$ cat src/rtl/grey_code_pipe.sv
// grey_code_pipe: pipelined bidirectional binary<->Gray converter with valid/ready on both sides.
// The Gray->binary prefix-XOR chain is cut into STAGES MSB-first slices, one slice resolved per stage.
// Optional build macro GREY_ADJ_CHECK_EN adds a sticky adj_err output flagging Gray->binary input
// words that differ from the previous Gray->binary input word in more than one bit.
module grey_code_pipe #(
    parameter int unsigned WIDTH  = 32,
    parameter int unsigned STAGES = 2
) (
    input  logic             clk,
    input  logic             resetn,
    input  logic             s_valid,
    output logic             s_ready,
    input  logic [WIDTH-1:0] s_data,
    input  logic             s_mode,
    output logic             m_valid,
    input  logic             m_ready,
    output logic [WIDTH-1:0] m_data,
    output logic             m_mode
`ifdef GREY_ADJ_CHECK_EN
    ,
    output logic             adj_err
`endif
);

    localparam int unsigned SLICE = (WIDTH + STAGES - 1) / STAGES;

    logic             valid_q  [STAGES];
    logic             mode_q   [STAGES];
    logic [WIDTH-1:0] data_q   [STAGES];

    logic             in_valid [STAGES];
    logic             in_mode  [STAGES];
    logic [WIDTH-1:0] in_data  [STAGES];
    logic [WIDTH-1:0] out_data [STAGES];
    logic             load     [STAGES];

    // Stage inputs: stage 0 takes the input port, later stages take the previous register.
    always_comb begin
        in_valid[0] = s_valid;
        in_mode[0]  = s_mode;
        in_data[0]  = s_data;
        for (int k = 1; k < int'(STAGES); k++) begin
            in_valid[k] = valid_q[k-1];
            in_mode[k]  = mode_q[k-1];
            in_data[k]  = data_q[k-1];
        end
    end

    // A stage loads when it, or every stage after it, can make room (bubbles collapse).
    always_comb begin
        logic full;
        full = 1'b1;
        for (int k = 0; k < int'(STAGES); k++) begin
            full = 1'b1;
            for (int j = k; j < int'(STAGES); j++) begin
                full = full & valid_q[j];
            end
            load[k] = m_ready | ~full;
        end
    end

    // Per-stage conversion: B->G entirely in stage 0; G->B resolves one slice per stage,
    // seeded by the already-resolved bit just above the slice.
    always_comb begin
        int hi;
        int lo;
        hi = 0;
        lo = 0;
        for (int k = 0; k < int'(STAGES); k++) begin
            out_data[k] = in_data[k];
            hi = int'(WIDTH) - 1 - k * int'(SLICE);
            lo = int'(WIDTH) - (k + 1) * int'(SLICE);
            if (in_mode[k]) begin
                for (int i = int'(WIDTH) - 2; i >= 0; i--) begin
                    if (i <= hi && i >= lo) begin
                        out_data[k][i] = out_data[k][i+1] ^ in_data[k][i];
                    end
                end
            end else if (k == 0) begin
                out_data[k] = in_data[k] ^ (in_data[k] >> 1);
            end
        end
    end

    // Pipeline registers: {valid, mode, data/partial} per stage.
    always_ff @(posedge clk or negedge resetn) begin
        if (!resetn) begin
            for (int k = 0; k < int'(STAGES); k++) begin
                valid_q[k] <= 1'b0;
                mode_q[k]  <= 1'b0;
                data_q[k]  <= '0;
            end
        end else begin
            for (int k = 0; k < int'(STAGES); k++) begin
                if (load[k]) begin
                    valid_q[k] <= in_valid[k];
                    if (in_valid[k]) begin
                        mode_q[k] <= in_mode[k];
                        data_q[k] <= out_data[k];
                    end
                end
            end
        end
    end

    assign s_ready = load[0];
    assign m_valid = valid_q[STAGES-1];
    assign m_mode  = mode_q[STAGES-1];
    assign m_data  = data_q[STAGES-1];

`ifdef GREY_ADJ_CHECK_EN
    logic [WIDTH-1:0] ref_q;
    logic             ref_ok_q;
    logic [WIDTH-1:0] diff;

    assign diff = s_data ^ ref_q;

    // Sticky flag: more than one bit changed between consecutive accepted Gray->binary words.
    always_ff @(posedge clk or negedge resetn) begin
        if (!resetn) begin
            ref_q    <= '0;
            ref_ok_q <= 1'b0;
            adj_err  <= 1'b0;
        end else if (s_valid && s_ready && s_mode) begin
            ref_q    <= s_data;
            ref_ok_q <= 1'b1;
            if (ref_ok_q && ((diff & (diff - WIDTH'(1))) != '0)) begin
                adj_err <= 1'b1;
            end
        end
    end
`endif

endmodule

$ cat config.mk
export PLATFORM = sky130hd
export DESIGN_NAME = grey_code_pipe
export DESIGN_NICKNAME = d
export VERILOG_FILES = /design/src/rtl/grey_code_pipe.sv
export SDC_FILE = /design/constraint.sdc
export NUM_CORES = 1
export LEC_CHECK = 0
export ABC_AREA = 0
export CORE_ASPECT_RATIO = 0.7
export CORE_MARGIN = 2
export CORE_UTILIZATION = 30
export CTS_CLUSTER_SIZE = 14
export DETAILED_ROUTE_END_ITERATION = 8
export DONT_BUFFER_PORTS = 1
export SYNTH_ARGS = -nofsm -noshare
export SYNTH_HDL_FRONTEND = slang
export SYNTH_SLANG_ARGS = --single-unit
$ cat constraint.sdc
create_clock -name clk -period 3.65 [get_ports clk]
set_input_delay 0.365 -clock clk [delete_from_list [all_inputs] [get_ports clk]]
set_output_delay 0.365 -clock clk [all_outputs]
set_load 0.005 [all_outputs]
# --- After elaboration in Yosys (flattened, before gate mapping) ---
# Cells that the tools add are included.
classes:
  n_mux: 33
  bitwise: 37
  reduce_logical: 2
ops:
  columns: ["op", "n"]
  rows:
  - ["two-way mux 16 bit", 2]
  - ["bitwise XOR 32 x 31 -> 32 bit", 1]
  - ["bitwise XOR 1 bit", 31]
  - ["two-way mux 1 bit", 30]
  - ["two-way mux 15 bit", 1]
  - ["AND reduction 2 bit", 2]
  - ["NOT 1 bit", 2]
  - ["OR 1 bit", 2]
  - ["AND 1 bit", 1]
word_totals:
  regBits: 68
  in_bits: 37
  output_inout_bits: 35
  word_cells: 78

# --- Depth between registers and ports, before layout ---
# Gate-level depths: netlist of the first run.
depth:
  ltp_word: 32
  mapped_depth: 6

# --- Least setup slack after synthesis of the first run ---
# OpenSTA, ideal clock, no wires.
synth_timing:
  kind: "input port to flip-flop"
  startpoint: "input port s_data[28]"
  endpoint: "register data_q[49] (netlist name)"
  setup_ns: 0.126
  arrival_time_ns: 2.035
  required_time_ns: 3.524
  setup_slack_ns: 1.489
  stages: 5
  path_buffers: 0
  cell_sequence: "xnor3_1 -> xnor3_2 -> xnor3_1 -> and4_1 -> a221o_1"
synth_between:
  elab_chain_len: 25
synth_rtl:
  columns: ["element", "line_no", "text"]
  rows:
  - ["start, declared", "13", "input logic [WIDTH-1:0] s_data,"]
  - ["bitwise XOR 1 bit", "76", "out_data[k][i] = out_data[k][i+1] ^ in_data[k][i];"]
  - ["two-way mux 1 bit", "73", "if (in_mode[k]) begin"]
  - ["bitwise XOR 1 bit", "76", null]
  - ["two-way mux 1 bit", "73", null]
  - ["bitwise XOR 1 bit", "76", null]
  - ["two-way mux 1 bit", "73", null]
  - ["bitwise XOR 1 bit", "76", null]
  - ["two-way mux 1 bit", "73", null]
  - ["[... 9 more ...]", null, null]
  - ["two-way mux 1 bit", "73", null]
  - ["bitwise XOR 1 bit", "76", null]
  - ["two-way mux 1 bit", "73", null]
  - ["bitwise XOR 1 bit", "76", null]
  - ["two-way mux 1 bit", "73", null]
  - ["bitwise XOR 1 bit", "76", null]
  - ["two-way mux 1 bit", "73", null]
  - ["two-way mux 15 bit", "73", null]
  - ["end signal, assigned by index", "99", "data_q[k] <= out_data[k];"]
  - ["end, declared", "29", "logic [WIDTH-1:0] data_q [STAGES];"]
# No other way between the ends. The select of a mux whose other input is x is not followed.
# A chain may end at the register's enable or synchronous reset.

# --- Worst setup path in the final report of the first run ---
layout_timing:
  startpoint: "register data_q[43] (netlist name)"
  endpoint: "register data_q, in the netlist m_data[1]"
layout_between:
  elab_chain_len: 23
layout_rtl:
  columns: ["element", "line_no"]
  rows:
  - ["bitwise XOR 1 bit", "76"]
  - ["two-way mux 1 bit", "73"]
  - ["bitwise XOR 1 bit", "76"]
  - ["two-way mux 1 bit", "73"]
  - ["bitwise XOR 1 bit", "76"]
  - ["two-way mux 1 bit", "73"]
  - ["bitwise XOR 1 bit", "76"]
  - ["two-way mux 1 bit", "73"]
  - ["[... 7 more ...]", null]
  - ["two-way mux 1 bit", "73"]
  - ["bitwise XOR 1 bit", "76"]
  - ["two-way mux 1 bit", "73"]
  - ["bitwise XOR 1 bit", "76"]
  - ["two-way mux 1 bit", "73"]
  - ["bitwise XOR 1 bit", "76"]
  - ["two-way mux 1 bit", "73"]
  - ["two-way mux 16 bit", "73"]
# No other way between the ends. The select of a mux whose other input is x is not followed.

==> summary.txt, run 1 <==
Timing
  – Slew HR: a little over a third
  – Setup TNS: 0 ps
  – Final clock skew: 6.06 ps
  – Slew @ Worst Pin: around 950 ps
  – Endpoints failing setup: 0
  – Fin. Hold Viols: 0
  – Min Tclk post-route: between 2000 and 2500 ps
  – Crit share post-route: between 50 and 60%
  – Slew Viols, Final: 0
  – Unrepaired setup endpoints after global routing: no
  – Max Clock Freq: around 460 MHz
  – Hold slack: around 140 ps
  – Worst setup margin: 1460 ps

Floorplanning
  – FP Rows: 35
  – IO Pins: 72
  – Initial Util: 30.6%
  – Chip width: 142 um
  – Core Box Area: 13100 um2
  – Total die area: 14300 um2
  – Die height: approximately 100 um

Pwr
  – LEAKAGE: between 1.5 and 2 nW
  – Pwr dens: approximately 760 nW/um2
  – Maximum vdd drop: about 0.00029 V

Routing
  – Starting DRT DRC Count: approximately 170
  – Vias/cell: 4.62
  – Post-Route WL: 8.91 mm
  – DRT antenna net count: 0
  – Drt wl/cell: about 16 um
  – Pre-antenna DRT Iters: 4
  – DRC Markers: 0
  – DR vias: roughly 2500

Layout
  – Most frequent cells in the layout: nand2_1, dfrtp_1, xnor2_1, o21ai_0, nor2b_1
  – Fillers: about 1300
  – Final Cell Area: around 4300 um2
  – Layout cell share with drive strength beyond 1: a little over 7%
  – FF/Latch Area: ~1700 um2
  – Final nets: 417
  – Multi-input gate area: ~2000 um2
  – Commonest non-fill, non-tap cell in the layout: nand2_1
  – Synthesis-to-layout area growth: 7.56%
  – Inserted Diodes: 0

Critical path
  – Setup slack, reg-to-reg: 1460 ps
  – Reg-to-Reg End: m_data[1]$_DFFE_PN0P_
  – CP Capture Point: m_data[1]$_DFFE_PN0P_
  – Sequence of cells on the critical path: xnor3_2 > xnor2_4 > xnor3_1 > or3_1 > a31oi_1
  – Setup crit end kind: register
  – Critical path's top delay family: XOR/XNOR gates
  – Buf/Inv on CP: 0
  – Peak per-stage delay on the critical path: around 540 ps
  – Reg2Reg Depth: 5
  – Max stage delay cell, worst path: xnor3_2
  – Worst R2R Start: data_q[43]$_DFFE_PN0P_
  – Crit path depth: 5
  – WP data arrival: between 2000 and 2500 ps
  – Kind of critical path: reg -> reg
  – Critical Path Source: data_q[43]$_DFFE_PN0P_
  – Data required time of the worst path: a little under 4000 ps
  – Startpoint types: register
  – Maximum fanout along the worst path: 5

Place
  – Hpwl dp: 6.45 mm
  – Global placer's final weighted congestion: ~0.8
  – Place WS: about 1400 ps
  – Placed instance area: approximately 3900 um2
  – Port-buffer cells: 0

Logic synthesis
  – Cell area after synthesis: roughly 4000 um2
  – Cells after Synth: 416
  – Avg Cell Area, Syn: 9.63 um2
  – Ys Warns: 0
  – Post-synth EDFFs: 0
  – Main flop type after synthesis: dfrtp_1
  – Seq/Total Area, Yosys: 42.5%
  – Area share of the largest cell type after synthesis: 42.5%
  – Post-Syn Nets: approximately 450
  – Yosys reg bits: between 60 and 70
  – Cell variety after synth: 42
  – Synth area leader: dfrtp_1
  – Async set-or-reset flop fraction in the synthesized netlist: 100%
  – Top post-synthesis cells by area: dfrtp_1, nand2_1, xnor2_1, buf_4, xnor3_1

Global route
  – Vias in the first global route: between 2000 and 3000
  – Initial antenna violation count: 0
  – Remaining global-route overflow: 0
  – Global Route Usage Sum: 13.2%
  – Largest net degree at the start of global routing: 69
  – First-pass GRT wire length: between 10 and 15 mm

Min path
  – Tightest Hold Check Type: in -> reg

Job
  – Max-cap viol count: 0

Clock tree
  – CTS clock-pin slew for the worst setup and hold paths: roughly 60 ps
  – TritonCTS Buffers: 9
  – Maximum clock path buffer count: 2
  – H-tree levels: 3
  – Clk sinks: 68
  – Skew-Pair Late Insertion Delay: 330 ps
  – CTS tree: done
  – Root Buffer: clkbuf_16
  – Number of setup buffers added after CTS: 0

Outcome
  – Status: complete, no violations
==> cell type report <==
type	count	share of cell area [%]
clock buffer	10	5.55
clock inverter	6	2.58
inverter	2	0.174
multi-input combinational	294	46.0
sequential	68	39.5
tap	166	4.82
timing repair buffer	5	1.39
==> state kept, by name (all words and copies together) (netlist names) <==
name      cells
in_mode       1
data_q       32
m_data       32
m_mode        1
in_valid      1
m_valid       1
==> per-layer routing <==
layer	global-route usage, %	part of all wire [%]	up-vias	wire length (um)
met5	0	0	-	0
met4	3.92	1.2	0	111
met3	6.13	8.9	12	795
met2	18.4	43	61	3820
met1	18.3	47	1198	4180
li1	-	-	1273	-
==> per-stage QoR <==
stage                     util, %  power, mW  std cells
after global placement       29.9       2.23        533
final                        32.9       3.26        551
after floorplan                 -       2.22        416
after detailed placement     29.9       2.25        533
after global routing         32.9       3.48        551
after CTS                    32.9       3.30        551
==> power by group <==
group | internal (mW) | leakage, nW | switching [mW]
logic | 0.614 | 0.928 | 0.462
clock network | 0.685 | 0.169 | 0.325
registers | 0.966 | 0.827 | 0.204
total | 2.27 | 1.92 | 0.992
==> Yosys cell counts (3+ instances only) <==
cell type,count
o21ai_0,34
xnor2_1,41
nand4_1,3
xnor3_2,3
xor2_1,9
nand2_1,103
nand3_1,3
a21o_1,3
nand2b_1,6
a31oi_1,7
or3_1,7
nor2b_1,16
a21oi_1,5
dfrtp_1,68
xnor3_1,9
buf_4,32
xor3_1,3
a211o_1,4
clkbuf_1,19
nor2_1,12
==> how the worst min path moves through the flow <==
stage          slack (ps)                       to  cells after the start    start
3_5_place_dp           70   m_data[31]$_DFFE_PN0P_                      0   resetn
2_1_floorplan          70   data_q[32]$_DFFE_PN0P_                      0   resetn
5_1_grt               140  in_valid[0]$_DFFE_PN0N_                      1  s_valid
4_1_cts               130  in_valid[0]$_DFFE_PN0N_                      1  s_valid
3_3_place_gp           70   m_data[31]$_DFFE_PN0P_                      0   resetn
6_report              140  in_valid[0]$_DFFE_PN0N_                      1  s_valid
==> cell families (layout without fill, tap and decap cells) <==
logic type	count (synthesis)	in the layout	share of synthesized area, %
and+or+nand+nor	159	159	17.7
xor gates and xnor gates	68	68	21.3
DFF	68	68	42.5
AOI/OAI and AO/OA	64	64	9.71
buffers and inverters	54	23	8.06
muxes	3	3	0.781
==> repair_timing <==
action | CTS | global route
setup endpoints to repair | 0 | 0
hold buffers | 2 | 0
resized for setup | 0 | 0
endpoints found under the hold margin | 68 | 0
Note: power is estimated with default switching activity, not from simulation.
==> inputs of run 2 (changes only) <==
clock period = 2.1 ns   (was 3.65 ns; I/O delays follow)
==> run 2 against run 1 <==
Combinational power up 97%. Fmax grew 5.7%. Core utilization rose by 1.2 points. Register-to-register slack got worse by 1400 ps. Critical path type unchanged. Largest cell class unchanged. Largest power group is now combinational logic.
==> summary.txt, run 2 (synthesized netlist as in run 1, its figures left out) <==
Floorplanning
  – IO Pins: 72
  – Initial Util: between 30% and 40%
  – FP Rows: 35
  – Die height: just over 100 um
  – Core Box Area: between 10000 and 15000 um2
  – Chip width: about 140 um
  – Total die area: roughly 14000 um2

Job
  – Max-cap viol count: 0

Clock tree
  – CTS tree: done
  – Skew-Pair Late Insertion Delay: approximately 330 ps
  – Root Buffer: clkbuf_16
  – H-tree levels: 3
  – CTS clock-pin slew for the worst setup and hold paths: approximately 60 ps
  – Clk sinks: 68
  – TritonCTS Buffers: 9
  – Maximum clock path buffer count: 2

Timing
  – Slew HR: 64.3%
  – Slew Viols, Final: 0
  – Max Clock Freq: between 400 and 500 MHz
  – Min Tclk post-route: ~2100 ps
  – Crit share post-route: between 90 and 100%
  – Endpoints failing setup: 0
  – Final clock skew: around 5.4 ps
  – Setup TNS: 0 ps
  – Slew @ Worst Pin: 536 ps
  – Unrepaired setup endpoints after global routing: yes
  – Fin. Hold Viols: 0

Layout
  – Final nets: 440
  – Commonest non-fill, non-tap cell in the layout: nand2_1
  – Layout cell share with drive strength beyond 1: between 10% and 20%
  – Most frequent cells in the layout: nand2_1, dfrtp_1, xnor2_1, o21ai_0, buf_4
  – Final Util: 34.1%
  – Finished Layout Cells: 574
  – Synthesis-to-layout area growth: 11.5%
  – Inserted Diodes: 0
  – Fillers: 1274
  – Final Cell Area: approximately 4500 um2

Critical path
  – Max stage delay cell, worst path: dfrtp_1
  – Critical path's top delay family: XOR/XNOR gates
  – Maximum fanout along the worst path: 3
  – Kind of critical path: reg -> reg
  – Data required time of the worst path: 2360 ps
  – WP data arrival: 2330 ps
  – Peak per-stage delay on the critical path: between 400 and 500 ps
  – Sequence of cells on the critical path: xnor2_2 > xor3_2 > xnor3_1 > or3_1 > a31oi_1
  – Setup crit end kind: register
  – Startpoint types: register
  – Buf/Inv on CP: 0

Routing
  – DRT antenna net count: 0
  – DRC Markers: 0
  – Post-Route WL: 8.92 mm
  – DR vias: 2596
  – Drt wl/cell: roughly 16 um
  – Vias/cell: 4.52
  – Pre-antenna DRT Iters: 4
  – Starting DRT DRC Count: 173

Global route
  – Largest net degree at the start of global routing: slightly below 70
  – Remaining global-route overflow: 0
  – Global Route Usage Sum: roughly an eighth
  – Initial antenna violation count: 0
  – Vias in the first global route: around 2600
  – First-pass GRT wire length: 14.3 mm

Min path
  – Tightest Hold Check Type: in -> reg

Pwr
  – LEAKAGE: around 2.0 nW
  – Maximum vdd drop: roughly 0.00048 V
  – Pwr dens: around 1300 nW/um2
  – Total Power: approximately 5.7 mW

Outcome
  – Status: complete, no violations

Place
  – Placed instance area: between 4000 and 5000 um2
  – Global placer's final weighted congestion: ~0.78
  – Port-buffer cells: 0
  – Hpwl dp: between 6 and 7 mm
  – Dpl cells: 550
-- run 2: cell count changes in the layout (fill, tap and decap cells not counted), sizes merged --
cell and delta:
inv +2, clkinv +2, clkinvlp -1, clkbuf -1
bufinv -2, buf +20, dlygate4sd3 +3
-- run 2: layout make-up --
class	count	area, um2	share of cell area (%)
repair buffers	28	240	5.38
clock inverters	7	85.1	1.90
inverters	2	7.51	0.168
clock buffers	9	225	5.04
flip-flops and latches	68	1700	38.1
well taps	166	208	4.65
multi-input cells	294	2000	44.8
-- run 2: per-layer routing --
metal  share of wire [%]  up-vias  wire, um  track usage (%)
met5                   0        -         0                0
met1                  47     1216      4210             17.7
met3                 9.2        6       822             6.46
met4                0.91        0        81             3.77
met2                  43       52      3800             18.5
li1                    -     1322         -                -
-- run 2: through the flow --
stage | hold slack, ps | worst slack (ps)
floorplan | -85.6 | 33.8
global placement | -83.1 | 52.6
detailed placement | -83.0 | -12.7
CTS | 34.5 | 8.00
global route | 43.7 | -35.8
finish | 51.2 | 29.1
-- run 2: power breakdown --
part / internal (mW) / switching, mW / leakage (nW)
logic: 1.25 / 0.883 / 1.05
registers: 1.68 / 0.331 / 0.827
clock network: 0.939 / 0.618 / 0.152
total: 3.86 / 1.83 / 2.03
-- run 2: path summary, 6_finish.rpt --
kind	slack, ps	endpoint	cells after the start	startpoint
worst max-delay path	30	m_data[1]$_DFFE_PN0P_	5	data_q[45]$_DFFE_PN0P_
worst min-delay path	50	data_q[52]$_DFFE_PN0P_	2	s_mode
worst max register to register	30	m_data[1]$_DFFE_PN0P_	5	data_q[45]$_DFFE_PN0P_
worst min register to register	470	m_data[23]$_DFFE_PN0P_	2	data_q[55]$_DFFE_PN0P_
max in group asynchronous	1410	data_q[38]$_DFFE_PN0P_	2	resetn
min in group asynchronous	420	m_data[30]$_DFFE_PN0P_	2	resetn
-- run 2: timing repair --
| action | CTS | global route |
|---|---|---|
| buffers inserted | 2 | 1 |
| setup endpoints to repair | 2 | 3 |
| pin swaps | 1 | 7 |
| endpoints found under the hold margin | 71 | 0 |
| hold buffers | 5 | 0 |
| gates resized for setup | 1 | 3 |
==> inputs of run 3 (changes only) <==
CORE_MARGIN = unset   (was 2)
==> run 3 against run 2 <==
Highest routed layer unchanged. First-iteration DRC count fell by 29%. Via count rose by 0.81%. Sequential share of layout area barely moved. Sequential cell count did not move. Count of clock-buffer cells in the layout did not move. Cell count fell by 0.87%. Clock power rose by 4%. Die area fell by 3.4%. Hold slack got worse by 30 ps. Combinational power barely moved. Setup slack improved by 22 ps. Non-clock buffer count fell by 1.
==> summary.txt, run 3 (synthesized netlist as in run 1, its figures left out) <==
Global route
  – Initial antenna violation count: 0
  – Largest net degree at the start of global routing: ~70
  – Remaining global-route overflow: 0
  – First-pass GRT wire length: around 14 mm
  – Global Route Usage Sum: between 10% and 20%
  – Vias in the first global route: around 2600

Routing
  – Drt wl/cell: between 15 and 20 um
  – DRT antenna net count: 0
  – DR vias: about 2600
  – Starting DRT DRC Count: ~120
  – Pre-antenna DRT Iters: 4
  – Vias/cell: 4.60
  – DRC Markers: 0
  – Post-Route WL: 9.08 mm

Place
  – Placed instance area: 4050 um2
  – Port-buffer cells: 0
  – Global placer's final weighted congestion: approximately 0.83
  – Hpwl dp: around 6.6 mm

Critical path
  – Reg-to-Reg End: m_data[1]$_DFFE_PN0P_
  – Setup slack, reg-to-reg: 50 ps
  – Reg2Reg Depth: 5
  – Startpoint types: register
  – Critical Path Source: data_q[42]$_DFFE_PN0P_
  – Kind of critical path: reg -> reg
  – Maximum fanout along the worst path: 4
  – WP data arrival: 2290 ps
  – Setup crit end kind: register
  – Data required time of the worst path: approximately 2300 ps
  – CP Capture Point: m_data[1]$_DFFE_PN0P_
  – Worst R2R Start: data_q[42]$_DFFE_PN0P_

Timing
  – Slew @ Worst Pin: 580 ps
  – Slew HR: 61.3%
  – Crit share post-route: a little over nine tenths
  – Setup TNS: 0 ps
  – Fin. Hold Viols: 0
  – Min Tclk post-route: 2050 ps
  – Max Clock Freq: between 400 and 500 MHz
  – Unrepaired setup endpoints after global routing: yes
  – Endpoints failing setup: 0
  – Final clock skew: ~6.5 ps
  – Slew Viols, Final: 0

Outcome
  – Status: complete, no violations

Floorplanning
  – Total die area: 13800 um2
  – IO Pins: between 70 and 80
  – Die height: slightly below 100 um
  – Chip width: between 100 and 150 um
  – Core Box Area: 12700 um2
  – Initial Util: around a third
  – FP Rows: 34

Layout
  – Final Cell Area: between 4000 and 5000 um2
  – Most frequent cells in the layout: nand2_1, dfrtp_1, xnor2_1, o21ai_0, buf_4
  – Inserted Diodes: 0
  – Synthesis-to-layout area growth: 11.6%
  – Final nets: 439
  – Commonest non-fill, non-tap cell in the layout: nand2_1
  – Layout cell share with drive strength beyond 1: 13.3%

Clock tree
  – Maximum clock path buffer count: 2
  – Root Buffer: clkbuf_16
  – H-tree levels: 3
  – Clk sinks: between 60 and 70
  – TritonCTS Buffers: 9
  – CTS clock-pin slew for the worst setup and hold paths: approximately 60 ps
  – CTS tree: done
  – Skew-Pair Late Insertion Delay: ~320 ps

Job
  – Max-cap viol count: 0

Min path
  – Tightest Hold Check Type: in -> reg

Pwr
  – Total Power: around 5.8 mW
  – Maximum vdd drop: between 0.0004 and 0.0005 V
  – Pwr dens: around 1300 nW/um2
  – LEAKAGE: 2.03 nW
==> run 3: stage by stage <==
step | std cells | hold WS, ps | setup WS [ps] | utilization (%)
detailed placement | 547 | -83.3 | 40.2 | 31.9
finish | 569 | 21.3 | 50.7 | 35.1
global placement | 547 | -83.1 | 65.2 | 31.9
floorplan | 416 | -85.6 | 33.8 | -
global route | 569 | 31.4 | -1.38 | 35.1
CTS | 566 | 6.97 | 27.9 | 34.8
==> run 3: where the power goes <==
| part | internal [mW] | total [mW] | switching, mW | leakage (nW) |
|---|---|---|---|---|
| logic | 1.23 | 2.13 | 0.898 | 1.05 |
| clock network | 1.05 | 1.63 | 0.584 | 0.156 |
| registers | 1.68 | 2.00 | 0.324 | 0.827 |
| total | 3.96 | 5.76 | 1.81 | 2.03 |
==> run 3: worst min path at each step <==
stage | slack [ps] | start | to | cells after the start
after floorplan | -90 | resetn | data_q[32]$_DFFE_PN0P_ | 0
final | 20 | s_mode | in_mode[0]$_DFFE_PN0P_ | 2
after CTS | 7 | s_mode | in_mode[0]$_DFFE_PN0P_ | 2
after global routing | 30 | s_mode | in_mode[0]$_DFFE_PN0P_ | 2
after global placement | -80 | resetn | m_data[30]$_DFFE_PN0P_ | 0
after detailed placement | -80 | resetn | m_data[30]$_DFFE_PN0P_ | 0
==> run 3: metal layers <==
metal	wire [um]	track usage, %
met1	4410	18.4
met2	3800	19.6
met3	809	5.69
met4	60	3.47
met5	0	0
==> run 3: worst max-delay path: stages, from the launching register on <==
cell and delay (ps):
dfrtp_1 390, xnor3_2 460, xnor2_4 260, xnor3_1 380
or3_1 320, a31oi_1 160
==> run 3: layout make-up <==
class	instances	area, um2
Fill cell	1285	8250
Multi-Input combinational cell	294	2010
Sequential cell	68	1700
Timing Repair Buffer	27	228
Clock buffer	9	225
Tap cell	162	203
Clock inverter	7	98.8
Inverter	2	7.51
==> run 3: repair_timing <==
| item | 4_1_cts | 5_1_grt |
|---|---|---|
| hold endpoints to repair | 69 | 0 |
| resized for setup | 0 | 5 |
| buffers inserted | 0 | 3 |
| hold buffers | 3 | 0 |
| setup endpoints to repair | 0 | 3 |
==> RTL edit 1: new RTL, flow settings as in run 2 <==
Set the parameter `STAGES` to 4 (it was 2).
--- a/src/rtl/grey_code_pipe.sv
+++ b/src/rtl/grey_code_pipe.sv
@@ -5,5 +5,5 @@
 module grey_code_pipe #(
     parameter int unsigned WIDTH  = 32,
-    parameter int unsigned STAGES = 2
+    parameter int unsigned STAGES = 4
 ) (
     input  logic             clk,
Behaviour: not the same (a bounded check fails within 4 cycles, from zero or initial values and one cycle with resetn low).
==> RTL edit 1 against run 2 <==
  * The flow now finishes with violations (hold timing)
  * Final area grew 69%
  * Wire length is 45% higher
  * Synthesized area grew 64%
  * Power up 90%
  * Clock power up 110%
  * Worst setup slack improved by 0.24 ns
  * Sequential cell count grew 68
  * Hold slack worse by 0.56 ns
  * Utilization is 0.84 points higher
  * Highest routed layer unchanged
==> RTL edit 1: results (changes against run 2) <==
[outcome]
violations = hold timing
outcome = complete, but fails checks

[global_routing]
use_met1_pct = 15.9  ; -1.8 points
grt_use_met3_pct = 4.74  ; -1.7 points
grt_start_max_net_pins = 137  ; +99%
grt_pass1_vias = 3949  ; +54%
use_met2_pct = 17.9  ; -0.65 points
grt_pass1_wl_mm = 21.6  ; +52%

[synth]
synth_common_cells = dfrtp_1, mux2_2, nand2_1
postSynthCellCount = 542  ; +30%
yosysSeqAreaShare_pct = 51.7  ; +9.2 points

[place]
post_dp_cell_area_um2 = 6710  ; +66%
dp.cells = 780  ; +42%
gp_congestion = 0.760  ; -2.6%
hpwl_mm = 9.03  ; +39%

[clock_tree]
htree_num_levels = 4  ; +1
holdBufCountCts = 21  ; +16
ctsResizeCount = 0  ; -1
postCtsSetupBuffers = 0  ; -2

[detailed_routing]
drt_iter0_drc = 198  ; +14%
wl_per_cell_um = 15.6  ; +0.13%
dr.pass1.iters = 6  ; +2

[critical_path]
cp.arrival_ns = 2.13  ; -0.20 ns
max_stage_delay_ns = 0.53  ; +0.11 ns
critPathMaxFanout = 5  ; +2

[sta]
hold_viol = 136  ; +136
fin_skew_ns = 0.00778  ; +0.00239 ns
whs_ns = -0.509  ; -0.561 ns

[finish]
fin_util_pct = 35.0  ; +0.84 points
drive_gt1_share_pct = 24.1  ; +11 points

[pwr]
vdd_drop_max_v = 0.000439  ; -8.3%
cellLeakagePower_uw = 0.00326  ; +61%

[hold_path]
hold_path_class = in2async

RTL edit 1: where the power goes:
| group | switching [µW] | leakage, µW | internal [µW] |
|---|---|---|---|
| sequential | 859 | 0.00165 | 3590 |
| clock | 1120 | 0.000305 | 2080 |
| combinational | 1180 | 0.00130 | 1970 |
RTL edit 1: cell families (layout without fill, tap and decap cells):
logic type / after synthesis / count (layout) / synth area share (%)
AO/OA/AOI/OAI: 59 / 59 / 5.03
AND/OR/NAND/NOR: 126 / 126 / 9.61
multiplexers: 84 / 84 / 14.3
flip-flops: 136 / 136 / 51.7
buffers and inverters: 57 / 66 / 5.36
XOR/XNOR: 80 / 80 / 14.0
RTL edit 1: worst paths after layout:
kind,from,endpoint,slack (ns),depth (start not counted)
max reg2reg,data_q[119],data_q[80],0.27,5
max,data_q[119],data_q[80],0.27,5
min,resetn,data_q[118],-0.51,0
min in group clk,s_data[19],data_q[115],0.01,2
min reg2reg,data_q[81],data_q[81],0.47,2
max in group asynchronous,resetn,m_data[9],2.43,0
RTL edit 1: layer usage:
metal | share of wire (%) | up-vias
met5 | 0 | -
met4 | 1.8 | 0
met3 | 6.3 | 17
met2 | 44 | 78
met1 | 48 | 1829
li1 | - | 1786
RTL edit 1: worst reg2reg max path, stage by stage (launching register included):
cell	delay (ns)
dfrtp_1	0.42
xnor2_2	0.32
xnor3_1	0.53
o2111ai_1	0.11
nand2_1	0.08
a211o_1	0.27
RTL edit 1: final cells by class:
| type | count | area, µm² |
|---|---|---|
| sequential | 136 | 3400 |
| clock buffer | 21 | 470 |
| fill | 2149 | 14100 |
| inverter | 1 | 3.75 |
| timing repair buffer | 33 | 325 |
| tap | 282 | 353 |
| clock inverter | 11 | 170 |
| multi-input combinational | 349 | 2830 |
RTL edit 1: per-stage QoR:
step | hold slack [ns] | worst slack (ns)
detailed placement | -0.0762 | 0.286
global placement | -0.0767 | 0.323
global route | -0.536 | 0.0997
floorplan | -0.0856 | 0.439
finish | -0.509 | 0.270
CTS | -0.527 | 0.267
==> RTL edit 2: new RTL, config.mk and constraints of run 2 <==
Without the edit above. The option `GREY_ADJ_CHECK_EN` is turned on by a define.
--- a/src/rtl/grey_code_pipe.sv
+++ b/src/rtl/grey_code_pipe.sv
@@ -3,4 +3,6 @@
 // Optional build macro GREY_ADJ_CHECK_EN adds a sticky adj_err output flagging Gray->binary input
 // words that differ from the previous Gray->binary input word in more than one bit.
+`define GREY_ADJ_CHECK_EN
+
 module grey_code_pipe #(
     parameter int unsigned WIDTH  = 32,
Formal check against the unedited RTL (old outputs only; new: adj_err): equivalent (equiv_simple and equiv_induct, registers matched by name and starting in step).
==> RTL edit 2 against run 2 <==
  * The run now ends with hold timing, setup timing left
  * Sequential share of layout area grew 0.26 points
  * Final area grew 49%
  * Critical path depth grew 2
  * Wire length grew 51%
  * Synthesized cell count grew 46%
  * Sequential cell count grew 34
  * Worst setup slack lost 0.032 ns
  * Synthesized area grew 41%
  * Hold slack lost 0.49 ns
  * Power grew 22%
  * Critical endpoint is now m_data[0]
  * Largest power group is now sequential cells
==> RTL edit 2: results (changes against run 2) <==
[critical_path]
crit_start = data_q[48]
crit_end = m_data[0]

[global_routing]
grt_pass1_wl_mm = 21.7  ; +52%
track_usage_pct = 13.9  ; +0.80 points
grt_start_max_net_pins = 103  ; +49%

[pwr]
p_int_uw = 4810  ; +24%
vdd_drop_max_v = 0.000432  ; -9.8%

[finish]
layout.nets = 664  ; +51%
drive_gt1_share_pct = 14.6  ; +1.8 points
finalNonFillerCells = 868  ; +51%
n_fill_cell = 1815  ; +42%

[synth]
synth.area.top_cells = dfrtp_1, nand2_1, xnor2_1
yosysSeqAreaShare_pct = 45.2  ; +2.7 points
synth_common_cells = nand2_1, dfrtp_1, o21ai_0
synth.distinct_cells = 39  ; -7.1%
synth-compound-area-share_pct = 8.67  ; -1.0 points
syn_nets = 644  ; +42%
synth_mux_area_share_pct = 4.12  ; +3.3 points

[outcome]
outcome = complete, but fails checks
violations = hold timing, setup timing

[detailed_routing]
wl_per_cell_um = 15.5  ; about the same
vias = 3987  ; +54%

[place]
hpwl_mm = 8.82  ; +36%
gp_congestion = 0.740  ; -5.3%
dp.cells = 814  ; +48%

[sta]
setup_viol = 1  ; +1
setup-tns-final_ns = -0.00268  ; -0.00268 ns
setup_ws_ns = -0.00268  ; -0.0318 ns
hold_viol = 102  ; +102
slew_headroom_pct = 55.6  ; -8.7 points
whs_ns = -0.437  ; -0.489 ns

[hold_path]
hold_path_class = in2async

[clock_tree]
holdBufCountCts = 32  ; +27

## RTL edit 2: cell types whose count changed in the layout (fill, tap and decap cells not counted), sizes merged, moves of 5 or more
cell and change:
xnor3 -6, nor3 +5, buf +13, a21oi +13
nand2 +60, xor2 +39, or3 -6, o21ai +24
mux2 +17, xnor2 +13, a31oi -6, dlygate4sd3 +28
dfrtp +34
## RTL edit 2: cells by family (layout without fill, tap and decap cells)
group | count (synthesis) | count (layout)
simple gates | 220 | 220
mux | 21 | 21
compound gates | 90 | 90
xor+xnor | 110 | 110
buf+inv | 64 | 89
flops | 102 | 102
## RTL edit 2: layout make-up
type                    count  area, µm²  area share [%]
multi-input cells         441       2840            42.7
flip-flops and latches    102       2550            38.4
repair buffers             69        623            9.36
well taps                 236        295            4.44
clock buffers              11        243            3.65
clock inverters             5       82.6            1.24
inverters                   4       15.0           0.226
## RTL edit 2: repair_timing
action | in CTS | in global routing
pin swaps | 1 | 8
setup buffers | 4 | 2
resized for setup | 4 | 16
endpoints found under the setup margin | 4 | 6
hold endpoints to repair | 134 | 102
## RTL edit 2: worst min path at each step
stage | depth (start not counted) | endpoint | startpoint
5_1_grt | 0 | m_data[20] | resetn
2_1_floorplan | 0 | adj_err | resetn
6_report | 0 | m_data[20] | resetn
4_1_cts | 0 | m_data[14] | resetn
3_3_place_gp | 0 | m_data[18] | resetn
3_5_place_dp | 0 | m_data[19] | resetn
## RTL edit 2: worst max-delay path, cell delays in order, from the launching register on
cell     delay [ns]
dfrtp_1        0.40
xor2_2         0.20
xnor2_2        0.25
xnor3_2        0.35
xnor3_1        0.23
xor2_1         0.16
and3_1         0.18
o31a_1         0.23
## RTL edit 2: power groups by stage
stage                     Sequential (µW)  Clock, µW  Combinational (µW)
after CTS                            2840       1880                2190
final                                2840       1830                2290
after floorplan                      2720          0                2010
after global placement               2870          0                1990
after global routing                 2910       1950                2570
after detailed placement             2880          0                2010
## RTL edit 2: per-layer routing
metal | vias up | GRT usage (%) | share of wire [%]
li1 | 1984 | - | -
met1 | 1913 | 21.3 | 53
met2 | 85 | 18.4 | 39
met3 | 5 | 4.86 | 8.2
met4 | 0 | 2.93 | 0.53
met5 | - | 0 | 0
## RTL edit 2: per-stage QoR
stage | power (µW) | setup WS (ns)
final | 6960 | -0.00268
after global routing | 7430 | -0.115
after CTS | 6910 | -0.000319
after detailed placement | 4890 | -0.0973
after floorplan | 4730 | 0.0252
after global placement | 4850 | -0.0735
